==> config.mk <==
export PLATFORM = sky130hd
export DESIGN_NAME = fifo_wr_ptr_full
export DESIGN_NICKNAME = d
export VERILOG_FILES = /design/src/rtl/fifo_wr_ptr_full_pkg.sv /design/src/rtl/fifo_wr_ptr_full.sv
export SDC_FILE = /design/constraint.sdc
export NUM_CORES = 1
export LEC_CHECK = 0
export ABC_CLOCK_PERIOD_IN_PS = 2500
export CORE_AREA = 3 3 40 42
export DETAILED_ROUTE_END_ITERATION = 10
export DIE_AREA = 0 0 43 45
export DONT_BUFFER_PORTS = 1
export SYNTH_ARGS = -nofsm -noshare
export SYNTH_HDL_FRONTEND = slang
export SYNTH_SLANG_ARGS = --single-unit
==> constraint.sdc <==
create_clock -name CLK -period 2.5 [get_ports CLK]
set_clock_uncertainty 0.1 [all_clocks]
set_input_delay 0.625 -clock CLK [delete_from_list [all_inputs] [get_ports CLK]]
set_output_delay 0.625 -clock CLK [all_outputs]
set_load 0.01 [all_outputs]
==> src/rtl/fifo_wr_ptr_full_pkg.sv <==
// Shared async-FIFO helpers: pointer width, Gray conversions and the full-compare.
// Used by both the write-side full block and the read-side empty block.
package fifo_wr_ptr_full_pkg;

  // Working width of the helper functions; callers zero-extend in and truncate out.
  localparam int FN_W = 32;

  localparam int DEFAULT_ADDR_WIDTH = 3;

  function automatic int ptr_width(input int addr_width);
    return addr_width + 1;
  endfunction

  function automatic logic [FN_W-1:0] bin_to_gray(input logic [FN_W-1:0] bin);
    return bin ^ (bin >> 1);
  endfunction

  function automatic logic [FN_W-1:0] gray_to_bin(input logic [FN_W-1:0] gray);
    logic [FN_W-1:0] bin;
    bin          = '0;
    bin[FN_W-1]  = gray[FN_W-1];
    for (int i = FN_W - 2; i >= 0; i--) begin
      bin[i] = bin[i+1] ^ gray[i];
    end
    return bin;
  endfunction

  // Full when the write Gray pointer equals the read Gray pointer with its top two bits inverted.
  function automatic logic full_match(input logic [FN_W-1:0] w_gray,
                                      input logic [FN_W-1:0] r_gray,
                                      input int              addr_width);
    logic [FN_W-1:0] flip;
    flip = FN_W'(3) << (addr_width - 1);
    return w_gray == (r_gray ^ flip);
  endfunction

endpackage

==> src/rtl/fifo_wr_ptr_full.sv <==
// Async FIFO write-side pointer and full-flag controller (write clock domain).
// Define FIFO_WR_ALMOST_FULL_EN to add the AF_LEVEL parameter and the W_ALMOST_FULL flag.
module fifo_wr_ptr_full
  import fifo_wr_ptr_full_pkg::*;
#(
  parameter int ADDR_WIDTH = DEFAULT_ADDR_WIDTH
`ifdef FIFO_WR_ALMOST_FULL_EN
  ,
  parameter int AF_LEVEL   = 6
`endif
) (
  input  logic                  CLK,
  input  logic                  RST,
  input  logic                  W_INC,
  input  logic [ADDR_WIDTH:0]   R_PTR_SYNC,
  output logic [ADDR_WIDTH-1:0] W_ADDR,
  output logic                  W_CLKEN,
  output logic [ADDR_WIDTH:0]   W_PTR,
`ifdef FIFO_WR_ALMOST_FULL_EN
  output logic                  W_FULL,
  output logic                  W_ALMOST_FULL
`else
  output logic                  W_FULL
`endif
);

  localparam int PTR_W = ptr_width(ADDR_WIDTH);

  logic [PTR_W-1:0] wbin_q, wbin_d;
  logic [PTR_W-1:0] gray_q, gray_d;
  logic             full_q, full_d;
  logic             accept;

  // Reset also gates the enable so the memory never sees a write while RST is low.
  always_comb begin
    accept = W_INC & ~full_q & RST;
    wbin_d = wbin_q + PTR_W'(accept);
    gray_d = PTR_W'(bin_to_gray(FN_W'(wbin_d)));
    full_d = full_match(FN_W'(gray_d), FN_W'(R_PTR_SYNC), ADDR_WIDTH);
  end

  always_ff @(posedge CLK or negedge RST) begin
    if (!RST) begin
      wbin_q <= '0;
      gray_q <= '0;
      full_q <= 1'b0;
    end else begin
      wbin_q <= wbin_d;
      gray_q <= gray_d;
      full_q <= full_d;
    end
  end

  assign W_ADDR  = wbin_q[ADDR_WIDTH-1:0];
  assign W_CLKEN = accept;
  assign W_PTR   = gray_q;
  assign W_FULL  = full_q;

`ifdef FIFO_WR_ALMOST_FULL_EN
  logic [PTR_W-1:0] rbin;
  logic [PTR_W-1:0] level;
  logic             af_q, af_d;

  // Fill level uses the post-write pointer so the flag lines up with W_FULL timing.
  always_comb begin
    rbin  = PTR_W'(gray_to_bin(FN_W'(R_PTR_SYNC)));
    level = wbin_d - rbin;
    af_d  = (level >= PTR_W'(AF_LEVEL));
  end

  always_ff @(posedge CLK or negedge RST) begin
    if (!RST) begin
      af_q <= 1'b0;
    end else begin
      af_q <= af_d;
    end
  end

  assign W_ALMOST_FULL = af_q;
`endif

endmodule

==> flow_summary.html, run 1 <==
<table>
<tr><th>Metric</th><th>Value</th></tr>
<tr><th colspan="2">Run status</th></tr>
<tr><td>Outcome</td><td>complete, no violations</td></tr>
<tr><th colspan="2">Critical path</th></tr>
<tr><td>Arrival @ worst endpoint</td><td>around 2.4 ns</td></tr>
<tr><td>Critical path buffer and inverter count</td><td>0</td></tr>
<tr><td>Cell-by-cell listing of the critical path</td><td>and3b_1, ha_1, ha_1, xor2_1, or3_2, nand4_1, nor4_2</td></tr>
<tr><td>Worst Path Class, Setup</td><td>flip-flop to flip-flop</td></tr>
<tr><td>Cell with the most instances on the worst path</td><td>sky130_fd_sc_hd__ha_1</td></tr>
<tr><td>Delay contributed by the slowest stage of the critical path</td><td>between 0.4 and 0.5 ns</td></tr>
<tr><td>Worst-path cell with the longest stage delay</td><td>sky130_fd_sc_hd__dfrtp_1</td></tr>
<tr><td>Delay-heaviest family, CP</td><td>simple AND/OR/NAND/NOR gates</td></tr>
<tr><td>Crit Path Max Fanout</td><td>5</td></tr>
<tr><td>Reg2Reg Setup Slack</td><td>0.21 ns</td></tr>
<tr><td>Kind of start point of the critical path</td><td>flip-flop</td></tr>
<tr><td>Type of destination of the critical path</td><td>flip-flop</td></tr>
<tr><td>Required @ worst endpoint</td><td>roughly 2.6 ns</td></tr>
<tr><th colspan="2">CTS</th></tr>
<tr><td>Deepest clock path buffer count</td><td>2</td></tr>
<tr><td>Clock root cell</td><td>sky130_fd_sc_hd__clkbuf_4</td></tr>
<tr><td>Number of buffers inserted to repair setup after CTS</td><td>0</td></tr>
<tr><td>Clock slew at reported path FFs</td><td>approximately 0.050 ns</td></tr>
<tr><td>Clock tree from TritonCTS</td><td>built</td></tr>
<tr><td>Clock Latency Late Sink</td><td>between 0.2 and 0.3 ns</td></tr>
<tr><td>Clock tree sinks</td><td>8</td></tr>
<tr><td>H-tree levels</td><td>1</td></tr>
<tr><td>TritonCTS Buffers</td><td>3</td></tr>
<tr><th colspan="2">Route</th></tr>
<tr><td>DRC Markers</td><td>0</td></tr>
<tr><td>Antenna Nets Post-Route</td><td>0</td></tr>
<tr><td>Routed length on met1</td><td>~310 µm</td></tr>
<tr><td>Post-Route WL</td><td>approximately 800 µm</td></tr>
<tr><td>Routed length per placed instance</td><td>about 15 µm</td></tr>
<tr><td>First-pass DRT Iterations</td><td>3</td></tr>
<tr><td>Number of DRC violations after detailed-routing iteration 0</td><td>1</td></tr>
<tr><td>Number of vias per cell</td><td>about 5.2</td></tr>
<tr><td>Met3 WL post-DR</td><td>around 80 µm</td></tr>
<tr><td>Via total after detailed routing</td><td>293</td></tr>
<tr><td>Met2 Routed Length</td><td>a little under 400 µm</td></tr>
<tr><td>Top layer in use</td><td>met4</td></tr>
<tr><th colspan="2">Power</th></tr>
<tr><td>Cell Pwr Density</td><td>1470 mW/mm²</td></tr>
<tr><td>Largest vdd supply drop</td><td>around 0.53 mV</td></tr>
<tr><td>Static Leak</td><td>roughly 0.21 nW</td></tr>
<tr><th colspan="2">GRT</th></tr>
<tr><td>Global routing usage summed across all routing layers</td><td>between 10% and 20%</td></tr>
<tr><td>Total gr overflow</td><td>0</td></tr>
<tr><td>Via count of the first global-routing pass</td><td>about 340</td></tr>
<tr><td>Largest net degree at the start of global routing</td><td>9</td></tr>
<tr><td>Antenna violations before repair</td><td>0</td></tr>
<tr><td>Wire length of the first global-routing pass</td><td>about 1.4 mm</td></tr>
<tr><th colspan="2">Logic synthesis</th></tr>
<tr><td>YS warnings</td><td>0</td></tr>
<tr><td>Flops &amp; latches, synth</td><td>8</td></tr>
<tr><td>Syn Area/Cell</td><td>~12 µm²</td></tr>
<tr><td>Mapped Cells</td><td>38</td></tr>
<tr><td>Distinct cell type count after synthesis</td><td>19</td></tr>
<tr><td>Proportion of synthesized chip area in sequential cells</td><td>approximately 44%</td></tr>
<tr><td>Post-synth net total</td><td>47</td></tr>
<tr><td>Area of the mapped netlist</td><td>~450 µm²</td></tr>
<tr><th colspan="2">STA</th></tr>
<tr><td>Maximum operating frequency</td><td>~440 MHz</td></tr>
<tr><td>Final Cycle Share</td><td>about nine tenths</td></tr>
<tr><td>Actual transition at the worst max-transition pin</td><td>0.408 ns</td></tr>
<tr><td>Slew Limit Fails</td><td>0</td></tr>
<tr><td>Worst hold margin</td><td>about 0.47 ns</td></tr>
<tr><td>Worst relative slew slack</td><td>approximately 73%</td></tr>
<tr><td>Total setup violations reported at the end of the flow</td><td>0</td></tr>
<tr><td>Total count of hold-check failures in the final report</td><td>0</td></tr>
<tr><td>Total negative setup slack</td><td>0 ns</td></tr>
<tr><td>Setup repair after global routing missed its margin</td><td>false</td></tr>
<tr><td>Post-layout minimum cycle time</td><td>2.29 ns</td></tr>
<tr><th colspan="2">Floorplanning</th></tr>
<tr><td>Die span in y</td><td>roughly 45 µm</td></tr>
<tr><td>I/O pin total</td><td>16</td></tr>
<tr><td>DIE AREA</td><td>0.00194 mm²</td></tr>
<tr><td>Effective utilization at floorplan</td><td>35.3%</td></tr>
<tr><td>Site Rows</td><td>13</td></tr>
<tr><td>Horizontal die dimension</td><td>around 43 µm</td></tr>
<tr><td>Floorplan Core Area</td><td>around 0.0013 mm²</td></tr>
<tr><th colspan="2">Cells and area</th></tr>
<tr><td>Post-layout net count</td><td>52</td></tr>
<tr><td>Top library cells by usage in the layout, fill and taps aside</td><td>sky130_fd_sc_hd__dfrtp_1 (8), sky130_fd_sc_hd__xnor2_1 (6), sky130_fd_sc_hd__nand2_1 (3), sky130_fd_sc_hd__clkbuf_4 (3)</td></tr>
<tr><td>Layout cell share with drive strength beyond 1</td><td>about 17%</td></tr>
<tr><td>Post-layout instance count excluding filler cells</td><td>56</td></tr>
<tr><td>Signed area change from the synthesized netlist to the final layout</td><td>9.64%</td></tr>
<tr><td>Leading cell type in the layout, fill and taps excluded</td><td>sky130_fd_sc_hd__dfrtp_1</td></tr>
<tr><td>Diode insertion count for antenna repair</td><td>0</td></tr>
<tr><th colspan="2">Placed design</th></tr>
<tr><td>Final RePlAce weighted congestion</td><td>between 0.7 and 0.8</td></tr>
<tr><td>Placed cells</td><td>52</td></tr>
<tr><td>Number of I/O port buffers</td><td>0</td></tr>
<tr><th colspan="2">Flow run</th></tr>
<tr><td>Maxcap violations</td><td>0</td></tr>
<tr><th colspan="2">Min path</th></tr>
<tr><td>Worst Hold Class</td><td>input port to flip-flop</td></tr>
</table>
[flip-flops by register name, summed over array words and instances, names as in the netlist]
register  flops
W_PTR         4
wbin_q        3
W_FULL        1
[cell usage after synthesis]
master | count | area [µm²]
sky130_fd_sc_hd__a22oi_1 | 1 | 7.51
sky130_fd_sc_hd__buf_4 | 1 | 7.51
sky130_fd_sc_hd__nand2_1 | 3 | 11.3
sky130_fd_sc_hd__nand3_1 | 2 | 10.0
sky130_fd_sc_hd__nand3b_1 | 1 | 7.51
sky130_fd_sc_hd__xnor2_1 | 6 | 52.6
sky130_fd_sc_hd__dfrtp_1 | 8 | 200
sky130_fd_sc_hd__xor2_4 | 1 | 27.5
sky130_fd_sc_hd__mux2i_1 | 1 | 10.0
sky130_fd_sc_hd__o21ba_1 | 1 | 10.0
sky130_fd_sc_hd__nand4_1 | 2 | 12.5
sky130_fd_sc_hd__a211oi_2 | 1 | 12.5
sky130_fd_sc_hd__inv_1 | 1 | 3.75
sky130_fd_sc_hd__nor4_2 | 1 | 12.5
sky130_fd_sc_hd__xor2_1 | 2 | 17.5
sky130_fd_sc_hd__a21oi_1 | 2 | 10.0
sky130_fd_sc_hd__ha_1 | 2 | 25.0
sky130_fd_sc_hd__and3b_1 | 1 | 8.76
sky130_fd_sc_hd__or3_2 | 1 | 7.51
[cell type report]
class	instances	area (µm²)
Clock buffer	3	22.5
Fill cell	137	787
Inverter	1	3.75
Multi-Input combinational cell	28	243
Sequential cell	8	200
Tap cell	15	18.8
Timing Repair Buffer	1	10.0
[path summary, 6_finish.rpt]
check / from / cells after the start / to
worst max-delay path: W_FULL$_DFF_PN0_ / 7 / W_FULL$_DFF_PN0_
worst min-delay path: R_PTR_SYNC[3] / 2 / W_FULL$_DFF_PN0_
worst max register to register: W_FULL$_DFF_PN0_ / 7 / W_FULL$_DFF_PN0_
worst min register to register: W_PTR[3]$_DFF_PN0_ / 1 / W_PTR[3]$_DFF_PN0_
max in group asynchronous: RST / 1 / W_PTR[1]$_DFF_PN0_
min in group asynchronous: RST / 1 / W_PTR[2]$_DFF_PN0_
[where the power goes]
group,internal (mW),total [mW],leakage (nW),switching (mW)
clock,0.0551,0.102,0.0138,0.0465
combinational,0.161,0.335,0.0989,0.175
sequential,0.199,0.293,0.0962,0.0941
total,0.415,0.730,0.209,0.315
[kinds of logic after synthesis]
group	Yosys count	share of synthesized area (%)
and+or+nand+nor	11	15.4
xor gates and xnor gates	9	21.5
DFF	8	44.1
AOI/OAI and AO/OA	5	8.82
buffers and inverters	2	2.48
adders and majority gates	2	5.51
muxes	1	2.20
[routing by layer]
layer	GRT usage, %	vias up
li1	-	140
met1	10.6	135
met2	15.6	15
met3	4.38	3
met4	10.8	0
met5	0	-
[timing repair]
item / 4_1_cts / 5_1_grt
hold buffers: 1 / 0
hold endpoints to repair: 8 / 0
resized for setup: 0 / 0
[through the flow]
stage / power [mW] / worst slack [ns] / utilization [%] / cell area, µm²
2_1_floorplan: 0.588 / 0.215 / - / 454
3_3_place_gp: 0.623 / 0.0702 / 36.2 / 465
3_5_place_dp: 0.632 / 0.0447 / 36.2 / 465
4_1_cts: 0.740 / 0.204 / 38.8 / 498
5_1_grt: 0.781 / 0.0804 / 38.8 / 498
6_report: 0.730 / 0.213 / 38.8 / 498
No activity file was read; power rests on OpenSTA's default activity.
==> run 2: changes to the inputs <==
--- a/config.mk
+++ b/config.mk
@@ -10,6 +10,8 @@
 export DETAILED_ROUTE_END_ITERATION = 10
 export DIE_AREA = 0 0 43 45
 export DONT_BUFFER_PORTS = 1
+export GPL_ROUTABILITY_DRIVEN = 0
+export MAX_ROUTING_LAYER = met4
 export SYNTH_ARGS = -nofsm -noshare
 export SYNTH_HDL_FRONTEND = slang
 export SYNTH_SLANG_ARGS = --single-unit
==> results of run 2 <==
Same layout as run 1: the final DEF is identical, and so are final timing and power.
Main changes from that run: overall routing resource usage 10.4% -> 10.7%
